[src/rtl/bcd_scan_display.sv]
// N-digit BCD up/down counter with integrated time-multiplexed seven-segment
// scan driver. A single clock domain is used; the count prescaler and the
// scan rate are produced as single-cycle enables.
module bcd_scan_display #(
  parameter int NUM_DIGITS = 4,
  parameter int TICK_DIV   = 50000,
  parameter int SCAN_DIV   = 500,
  parameter int BLANK_LZ   = 1
) (
  input  logic                    clk,
  input  logic                    rst,
  input  logic                    en,
  input  logic                    up,
  input  logic                    load,
  input  logic [4*NUM_DIGITS-1:0] load_val,
  input  logic                    clr,
  output logic [4*NUM_DIGITS-1:0] value,
  output logic                    wrap,
  output logic [6:0]              seg,
  output logic [NUM_DIGITS-1:0]   an
);

  localparam int TW = (TICK_DIV > 1) ? $clog2(TICK_DIV) : 1;
  localparam int SW = (SCAN_DIV > 1) ? $clog2(SCAN_DIV) : 1;
  localparam int IW = (NUM_DIGITS > 1) ? $clog2(NUM_DIGITS) : 1;

  logic [TW-1:0]           pre_cnt;
  logic                    tick;
  logic [SW-1:0]           scan_cnt;
  logic [IW-1:0]           scan_idx;
  logic [4*NUM_DIGITS-1:0] value_nxt;
  logic [4*NUM_DIGITS-1:0] load_sat;
  logic                    wrap_nxt;
  logic [NUM_DIGITS-1:0]   blank;
  logic [3:0]              cur_digit;
  logic                    cur_blank;
  logic [6:0]              seg_nxt;
  logic [NUM_DIGITS-1:0]   an_nxt;

  // Clamp a non-BCD nibble to 9.
  function automatic logic [3:0] sat_digit(input logic [3:0] d);
    return (d > 4'd9) ? 4'd9 : d;
  endfunction

  // Active-low {g,f,e,d,c,b,a} pattern for one BCD digit; non-BCD is dark.
  function automatic logic [6:0] seg_decode(input logic [3:0] d);
    case (d)
      4'd0:    return 7'b1000000;
      4'd1:    return 7'b1111001;
      4'd2:    return 7'b0100100;
      4'd3:    return 7'b0110000;
      4'd4:    return 7'b0011001;
      4'd5:    return 7'b0010010;
      4'd6:    return 7'b0000010;
      4'd7:    return 7'b1111000;
      4'd8:    return 7'b0000000;
      4'd9:    return 7'b0010000;
      default: return 7'b1111111;
    endcase
  endfunction

  assign tick = en && (pre_cnt == TW'(TICK_DIV - 1));

  // Ripple increment/decrement across digits; a carry out of the top digit is the wrap.
  always_comb begin
    logic       carry;
    logic [3:0] d;
    value_nxt = value;
    load_sat  = '0;
    carry     = 1'b1;
    for (int i = 0; i < NUM_DIGITS; i++) begin
      d = value[4*i +: 4];
      load_sat[4*i +: 4] = sat_digit(load_val[4*i +: 4]);
      if (carry) begin
        if (up) begin
          if (d == 4'd9) value_nxt[4*i +: 4] = 4'd0;
          else begin
            value_nxt[4*i +: 4] = d + 4'd1;
            carry = 1'b0;
          end
        end else begin
          if (d == 4'd0) value_nxt[4*i +: 4] = 4'd9;
          else begin
            value_nxt[4*i +: 4] = d - 4'd1;
            carry = 1'b0;
          end
        end
      end
    end
    wrap_nxt = carry;
  end

  // Prescaler: runs only while enabled, restarts on clear or load.
  always_ff @(posedge clk or negedge rst) begin
    if (!rst) pre_cnt <= '0;
    else if (clr || load) pre_cnt <= '0;
    else if (en) pre_cnt <= tick ? '0 : pre_cnt + TW'(1);
  end

  // Count register with clr > load > tick priority; wrap pulses with the update.
  always_ff @(posedge clk or negedge rst) begin
    if (!rst) begin
      value <= '0;
      wrap  <= 1'b0;
    end else if (clr) begin
      value <= '0;
      wrap  <= 1'b0;
    end else if (load) begin
      value <= load_sat;
      wrap  <= 1'b0;
    end else if (tick) begin
      value <= value_nxt;
      wrap  <= wrap_nxt;
    end else begin
      wrap  <= 1'b0;
    end
  end

  // Free-running scan slot timer and digit index.
  always_ff @(posedge clk or negedge rst) begin
    if (!rst) begin
      scan_cnt <= '0;
      scan_idx <= '0;
    end else if (scan_cnt == SW'(SCAN_DIV - 1)) begin
      scan_cnt <= '0;
      scan_idx <= (scan_idx == IW'(NUM_DIGITS - 1)) ? '0 : scan_idx + IW'(1);
    end else begin
      scan_cnt <= scan_cnt + SW'(1);
    end
  end

  // Leading-zero mask, then pick the digit and drive pattern for the current slot.
  always_comb begin
    logic zero_run;
    zero_run  = 1'b1;
    blank     = '0;
    cur_digit = 4'd0;
    cur_blank = 1'b0;
    for (int i = NUM_DIGITS - 1; i >= 0; i--) begin
      zero_run = zero_run && (value[4*i +: 4] == 4'd0);
      blank[i] = (BLANK_LZ != 0) && (i != 0) && zero_run;
    end
    for (int i = 0; i < NUM_DIGITS; i++) begin
      if (IW'(i) == scan_idx) begin
        cur_digit = value[4*i +: 4];
        cur_blank = blank[i];
      end
    end
    seg_nxt = cur_blank ? 7'h7F : seg_decode(cur_digit);
    an_nxt  = cur_blank ? '1 : ~(NUM_DIGITS'(1) << scan_idx);
  end

  // Registered display outputs so the anodes change cleanly on a clock edge.
  always_ff @(posedge clk or negedge rst) begin
    if (!rst) begin
      seg <= 7'b1000000;
      an  <= ~NUM_DIGITS'(1);
    end else begin
      seg <= seg_nxt;
      an  <= an_nxt;
    end
  end

endmodule

[config.mk]
export PLATFORM = sky130hd
export DESIGN_NAME = bcd_scan_display
export DESIGN_NICKNAME = d
export VERILOG_FILES = /design/src/rtl/bcd_scan_display.sv
export SDC_FILE = /design/constraint.sdc
export NUM_CORES = 1
export LEC_CHECK = 0
export BUFFER_PORTS_ARGS = -buffer_cell sky130_fd_sc_hd__buf_2
export CAP_MARGIN = 20
export CELL_PAD_IN_SITES_DETAIL_PLACEMENT = 1
export CELL_PAD_IN_SITES_GLOBAL_PLACEMENT = 1
export CORE_AREA = 2 2 100 102
export DETAILED_ROUTE_END_ITERATION = 8
export DIE_AREA = 0 0 102 104
export GPL_TIMING_DRIVEN = 1
export MAX_ROUTING_LAYER = met4
export PLACE_DENSITY = 0.75
export REMOVE_ABC_BUFFERS = 1
export SLEW_MARGIN = 10
export SYNTH_ARGS = -nofsm -noshare
export SYNTH_HDL_FRONTEND = slang
export SYNTH_SLANG_ARGS = --single-unit
export TNS_END_PERCENT = 50
[constraint.sdc]
create_clock -name clk -period 2.3 [get_ports clk]
set_input_delay 0.46 -clock clk [delete_from_list [all_inputs] [get_ports clk]]
set_output_delay 0.46 -clock clk [all_outputs]
set_load 0.02 [all_outputs]
* After elaboration in Yosys (flattened, before gate mapping) *
Memories as Yosys holds them, arrays and structs flattened.
Index checks and enable logic that the tools add are counted.

operators by class
  add/subtract/negate cells = 11
  multipliers = 0
  divide/modulo/power cells = 0
  order comparisons = 4
  equal/unequal tests = 10
  shifts and indexed selects = 1
  muxes and demuxes = 54
  bitwise logic cells = 1
  reductions and logical operators = 17

operators with widths
  operator                                              count
  two-way mux 16 bit                                    6
  two-way mux 4 bit                                     24
  two-way mux 1 bit                                     21
  adder 16 x 1 -> 16 bit, second input constant         1
  adder 4 x 1 -> 4 bit, second input constant           4
  == test 16 bit, second input constant                 1
  == test 4 bit, second input constant                  4
  greater-than comparator 4 bit, second input constant  4
  zero test 4 bit                                       4
  subtractor 4 x 1 -> 4 bit, second input constant      4
  nonzero test 3 bit                                    4
  adder 9 x 1 -> 9 bit, second input constant           1
  == test 9 bit, second input constant                  1
  two-way mux 9 bit                                     1
  two-way mux 7 bit                                     1
  AND reduction 2 bit                                   3
  == test 2 bit, first input constant                   2
  NOT 4 bit                                             1
  << shifter 1 x 2 -> 4 bit, first input constant       1
  logical AND 1 bit                                     3
  adder 2 x 1 -> 2 bit, second input constant           1
  == test 1 x 2 -> 1 bit, first input constant          1
  == test 2 bit, second input constant                  1
  zero test 2 bit                                       1
  3 further kinds                                       3

word-level totals
  bits in registers = 55
  latch bits = 0
  RAM bits = 0
  memory bits (read-only) = 112
  output and inout port bits = 28
  word-level logic and storage cells = 109
  memories kept = 1

memory list
  name             depth  width  read ports  clocked after memory_dff  wr ports  RTL line  text
  (no name shown)  16     7      1           0                         0         47        case (d)

* Logic depth before layout (Yosys ltp) *
Gate-level depths: netlist (run 1).

  depth after elaboration = 9
  depth in mapped cells = 10

* Worst setup path after synthesis (run 1) *
No wires, ideal clock.

  path kind = register -> register
  from = register value[4]
  to = register value[14]
  library setup time = 0.069 ns
  arrival time = 2.209 ns
  path slack = 0.022 ns
  cell stages (with the launch flop) = 8
  buffers on the path = 0
  path through = dfrtp_1 -> inv_1 -> ha_1 -> or4b_1 -> a221oi_2 -> nand4_2 -> or3_1 -> nand3_1

between the ends
  cells in the longest elaborated chain, start to end = 7
  elaborated cells between the ends (all ways) = 9
  classes of those cells = eq/ne: 1; mux: 5; reduce/logical: 3

RTL lines
  what                                              RTL line  text
  start: declaration                                17        output logic [4*NUM_DIGITS-1:0] value,
  start signal: assignment                          109       value <= load_sat;
  start signal: assignment                          112       value <= value_nxt;
  == test 4 bit or zero test 4 bit (tied branches)  76, 82
  two-way mux 1 bit, on equally long branches       76, 82
  two-way mux 1 bit (*)                             75        if (up) begin
  two-way mux 1 bit (*) (2 in a row)                74        if (carry) begin
  nonzero test 3 bit (no source line) (*)           --
  AND reduction 2 bit (no source line) (*)          --

Every way passes the cells marked *; elsewhere a longest branch is shown, timed or not.
A chain may end at the register's enable or synchronous reset.

* Final worst setup path (run 1) *
  from = register pre_cnt[0]
  to = register value[5]

between the ends
  cells in the longest elaborated chain, start to end = 4

RTL lines
  what                                  RTL line  text
  start: declaration                    27        logic [TW-1:0] pre_cnt;
  start signal: assignment              97        else if (en) pre_cnt <= tick ? '0 : pre_cnt + TW'(1);
  == test 16 bit                        62        assign tick = en && (pre_cnt == TW'(TICK_DIV - 1));
  logical AND 1 bit                     62
  nonzero test 3 bit (no source line)   --
  AND reduction 2 bit (no source line)  --

No other way between the ends.

==> impl_metrics.ini, run 1 <==
[floorplan]
die_area_mm2 = 0.0106
fp.dieH_um = 104
ios = 50
initial_core_util_pct = 39.1
core_area_mm2 = 0.00955
chipWidth_um = 102
num_rows = 36

[critical_path]
cp_data_required_time_ps = 2520
worst-path-max-fanout = 4
cp_data_arrival_time_ps = 2440
startpoint_type = register
end_kind = register
critPathKind = reg2reg
r2r_setup_slack_ps = 90

[routing]
drc = 0
ant_nets = 0
drt_iter0_markers = 80
post_drt_via_cell_ratio = 5.56
vias = 3509
drtPass1Iterations = 4
wl_per_cell_um = 17.4
drt-total-wl_mm = 11.0

[cts]
clock-root-buffer = clkbuf_8
insertion_delay_ps = 320
clkSlewWorstSetupHoldPaths_ps = 100
cts_buffer_depth = 2
h-tree-depth = 2
tritoncts = built
cts_sinks = 55
cts_buffers = 5

[finish]
fill_cells = 1191
drive_gt1_share_pct = 25.3
antenna_cells = 0
final_cell_count_no_fill = 631
design_area_mm2 = 0.00447
fin_util_pct = 46.8
nets = 538
area_growth_syn_to_layout_pct = 19.9

[place]
place_inst = 622
port_buffers = 49
place.gp.congestion = 0.854
dp_hpwl_mm = 8.37
placed_area_mm2 = 0.00433

[grt]
antenna_found_initial = 0
grt_pass1_wl_mm = 18.1
grtUsageTotal_pct = 22.0
grt-busiest-layer = met2
grt_util_met1_pct = 26.8
met3_usage_pct = 2.69
grt_overflow = 0
grt_pass1_vias = 3594
grt.met2_usage_pct = 38.1
grt_max_degree = 22

[synth]
yosys_warnings = 0
synth_area_per_cell_um2 = 8.80
ys_top_cells_by_count = dfrtp_1 (51), nor2_1 (42), o21ai_0 (31)
yosysMostFrequentCell = dfrtp_1
yosysSeqAreaShare_pct = 37.0
syn_area_mm2 = 0.00373
synth_area_leaders = dfrtp_1 (34%), ha_1 (6.4%), nor2_1 (4.2%)
synth.distinct_cells = 67
synth_top_area_share_pct = 34.2
yosys.area.top_type = dfrtp_1
synth_edf_count = 0
synthArstFlopShare_pct = 100
synth-seq-cells = 55
synthCells = 424
synth_ff_type = dfrtp_1

[sta]
report.final.setup_viol = 0
finalCritPeriodShare_pct = 96.3
worst_slew_pin_slew_ps = 516
hold_viol_final = 0
max_slew_margin_pct = 65.5
max_freq_mhz = 452
fin_worst_skew_ps = 7.86
fin_crit_ps = 2210
tns_ps = 0
final_max_slew_viol_count = 0

[power]
p_leak_nw = 1.99
power_frac_comb_pct = 25.0
internal_power_mw = 1.43
p_per_area_mw_per_mm2 = 468
seqPwrFrac_pct = 49.4
p_sw_share_pct = 31.7
switching_power_uw = 664
clkPwrFrac_pct = 25.6
vdd_drop_max_mv = 0.436
total_power_mw = 2.09

[outcome]
outcome = finished, final reports clean

[flow_run]
drv_cap = 0

[min_path]
holdCritPathClass = in2async
## repair_timing
action                                  CTS  global route
resized for setup                         1            11
pin swaps                                 1             3
setup buffers                             0             1
hold endpoints to repair                  0             0
endpoints found under the setup margin    1            11
hold buffers                              0             0
## sequential cells by signal, summed over array words and instances (netlist names)
signal and flops:
seg 7, value 16, scan_cnt 9, pre_cnt 16, scan_idx 2, an 4, wrap 1
## through the flow
stage | hold slack, ps | setup slack [ps]
2_1_floorplan | 164 | 22.3
3_3_place_gp | 382 | 57.9
3_5_place_dp | 394 | 18.0
4_1_cts | 37.8 | 33.3
5_1_grt | 53.9 | -20.5
6_report | 41.4 | 86.1
## cells in the final DEF, fill, tap and decap left out, drive strengths merged, types with 4 or more instances in the layout
cell    Yosys  final
a211oi      8      8
a21oi      18     18
a31oi       6      6
a32oi       4      4
buf         5     90
clkbuf     19      7
dfrtp      51     51
dfstp       4      4
ha         19     19
inv        26     26
mux2i       6      6
nand2      27     27
nand2b      6      6
nand3      18     18
nand3b      7      7
nand4       9      9
nor2       42     42
nor2b       5      5
nor3       11     11
nor3b       8      8
nor4        7      7
o21ai      31     31
o31ai       5      5
or3        12     12
xnor2      14     14
xor2        7      7
## logic make-up (layout without fill, tap and decap cells)
kind of cell             count (synthesis)  count (layout)  synth area share, %
AO/OA/AOI/OAI                           99              99                 17.6
XOR/XNOR                                21              21                 4.93
adder cells (fa/ha/maj)                 19              19                 6.37
buffers and inverters                   50             124                 5.60
flip-flops                              55              55                 37.0
multiplexers                             9               9                 2.52
AND/OR/NAND/NOR                        171             171                 26.0
## power by group through the flow
stage          clock [mW]  sequential, mW  combinational (mW)
5_1_grt             0.597            1.04               0.574
6_report            0.536            1.04               0.523
4_1_cts             0.564            1.03               0.514
3_5_place_dp            0            1.05               0.510
3_3_place_gp            0            1.05               0.494
2_1_floorplan           0            1.12               0.203
## metal layers
| metal | share of wire (%) | vias up | wire length, um |
|---|---|---|---|
| met5 | 0 | - | 0 |
| met4 | 1.7 | 0 | 186 |
| met3 | 2.6 | 12 | 282 |
| met2 | 51 | 63 | 5620 |
| met1 | 45 | 1767 | 4900 |
| li1 | - | 1667 | - |
## path summary, 6_finish.rpt
check	from	to	cells after the start
min in group clk	load_val[10]	value[10]	3
hold reg to reg	scan_cnt[0]	scan_cnt[0]	1
max in group asynchronous	rst	seg[6]	2
setup reg to reg	pre_cnt[0]	value[5]	7
hold / removal	rst	value[3]	1
setup / recovery	pre_cnt[0]	value[5]	7
## cell type report
| type | count | area (um2) | area share, % |
|---|---|---|---|
| Multi-Input combinational cell | 319 | 2190 | 49.0 |
| Clock buffer | 7 | 76.3 | 1.71 |
| Timing Repair Buffer | 90 | 553 | 12.4 |
| Tap cell | 133 | 166 | 3.72 |
| Sequential cell | 55 | 1380 | 30.9 |
| Clock inverter | 1 | 7.51 | 0.168 |
| Inverter | 26 | 97.6 | 2.18 |
## worst max-delay path, cell delays in order (launching register included)
cell      delay, ps
dfrtp_1         400
ha_1            190
nand3_1         100
buf_4           170
nor4_4          350
nand3_4         120
or4_1           510
a311oi_2        280
(Power assumes the default switching activity.)
==> run 2, diff against run 1 <==
==> constraint.sdc (replaced) <==
create_clock -name clk -period 2.3 [get_ports clk]
set_input_delay 0 -clock clk [delete_from_list [all_inputs] [get_ports clk]]
set_output_delay 0 -clock clk [all_outputs]
set_load 0.02 [all_outputs]
==> run 2 against run 1 <==
Via count shrank 1.8%. Power up 5.4%. Register-to-register slack about the same. Clock skew fell by 2.0 ps. Clock-buffer cell count unchanged. Sequential share of layout area fell by 0.35 points. Die area did not move. Hold slack lost 33 ps. Routed wire length is 0.29% lower. Non-clock buffer count fell by 1. Critical path type unchanged. Largest power group unchanged.
==> impl_metrics.ini, run 2 (synthesis results as in run 1) <==
[outcome]
outcome = finished, final reports clean

[finish]
antenna_cells = 0
final_cell_mix = dfrtp_1 (51), buf_2 (49), nor2_1 (42)
nets = 537
final_cell_count_no_fill = 630
drive_gt1_share_pct = 23.9
area_growth_syn_to_layout_pct = 21.3
reg.largest.list = pre_cnt (16), value (16), scan_cnt (9)
layout_commonest_cell = dfrtp_1

[critical_path]
reg2reg_from = value[4]
cp_data_arrival_time_ps = 2420
startpoint_type = register
worst-path-max-fanout = 4
reg2reg_depth = 8
critPathKind = reg2reg
r2r-end = value[12]
cp_data_required_time_ps = 2490
r2r_setup_slack_ps = 70
end_kind = register

[routing]
wl_per_cell_um = 17.4
drtPass1Iterations = 6
drt-total-wl_mm = 11.0
post_drt_via_cell_ratio = 5.47
drt_iter0_markers = 169
vias = 3447
drc = 0
ant_nets = 0

[sta]
max_slew_margin_pct = 52.0
final_max_slew_viol_count = 0
fin_crit_ps = 2230
hold_viol_final = 0
report.final.setup_viol = 0
rsz0062_at_grt = yes
layout_setup_ws_ps = 73.7
max_freq_mhz = 449
finalCritPeriodShare_pct = 96.8
tns_ps = 0
worst_slew_pin_slew_ps = 717
fin_worst_skew_ps = 5.86

[power]
vdd_drop_max_mv = 0.265
p_per_area_mw_per_mm2 = 488
p_leak_nw = 1.99
total_power_mw = 2.21

[floorplan]
ios = 50
num_rows = 36
fp.dieH_um = 104
chipWidth_um = 102
initial_core_util_pct = 39.1
die_area_mm2 = 0.0106
core_area_mm2 = 0.00955

[place]
dp_hpwl_mm = 8.07
place.gp.congestion = 0.851
port_buffers = 49
preCtsSetupSlack_ps = -0.468
place_inst = 610

[cts]
cts_buffer_depth = 2
cts_buffers = 5
clock-root-buffer = clkbuf_8
insertion_delay_ps = 310
tritoncts = built
clkSlewWorstSetupHoldPaths_ps = 100
cts_sinks = 55
h-tree-depth = 2

[min_path]
holdCritPathClass = in2reg
hold_depth = 2
holdPathEnd = value[6]
hold_start = load_val[6]

[grt]
grt_max_degree = 33
grt_pass1_wl_mm = 18.1
grt_pass1_vias = 3574
antenna_found_initial = 0
grt_overflow = 0
grtUsageTotal_pct = 21.7

[flow_run]
drv_cap = 0
-- run 2: critical path, cell delays in order, from the launching register on --
cell and delay [ps]:
dfrtp_1 400, inv_2 100, ha_4 140, or4b_4 480
a221oi_4 320, nand4_2 170, buf_6 170, mux2i_1 120
o21a_1 200
-- run 2: what timing repair did --
item / CTS / global route
buffers inserted: 2 / 2
setup endpoints to repair: 1 / 13
hold buffers: 8 / 0
hold endpoints to repair: 26 / 0
gates resized for setup: 0 / 15
pin swaps: 1 / 5
-- run 2: through the flow --
step           utilization, %  instance area, um2  hold slack [ps]
4_1_cts                  46.5                4440             1.64
6_report                 47.4                4520             8.55
3_3_place_gp             44.4                4240             7.77
5_1_grt                  47.4                4520             1.81
2_1_floorplan               -                3620             -296
3_5_place_dp             44.4                4240             10.6
-- run 2: worst max path at each step --
stage | from | to | slack [ps] | cells past startpoint
2_1_floorplan | value[4] | value[14] | 20 | 7
3_3_place_gp | value[4] | value[14] | 140 | 7
3_5_place_dp | value[4] | value[13] | -0.5 | 7
4_1_cts | pre_cnt[0] | value[6] | 40 | 6
5_1_grt | value[1] | value[14] | -70 | 9
6_report | value[4] | value[12] | 70 | 8
-- run 2: area by class of cell --
cell class	count	area, um2
sequential	55	1380
fill	1182	5020
clock inverter	1	30.0
multi-input combinational	319	2200
timing repair buffer	89	569
inverter	26	97.6
tap	133	166
clock buffer	7	76.3
-- run 2: power by group --
group / leakage [nW] / switching (mW) / internal (mW)
Sequential: 0.719 / 0.0290 / 1.01
Clock: 0.0524 / 0.321 / 0.327
Combinational: 1.22 / 0.320 / 0.202
-- run 2: layer usage --
| layer | track usage, % | up-vias | wire length (um) |
|---|---|---|---|
| met4 | 4.86 | 0 | 148 |
| met2 | 36.1 | 60 | 5530 |
| met3 | 2.35 | 12 | 293 |
| met1 | 28.3 | 1699 | 4990 |
| met5 | - | - | 0 |
| li1 | - | 1676 | - |
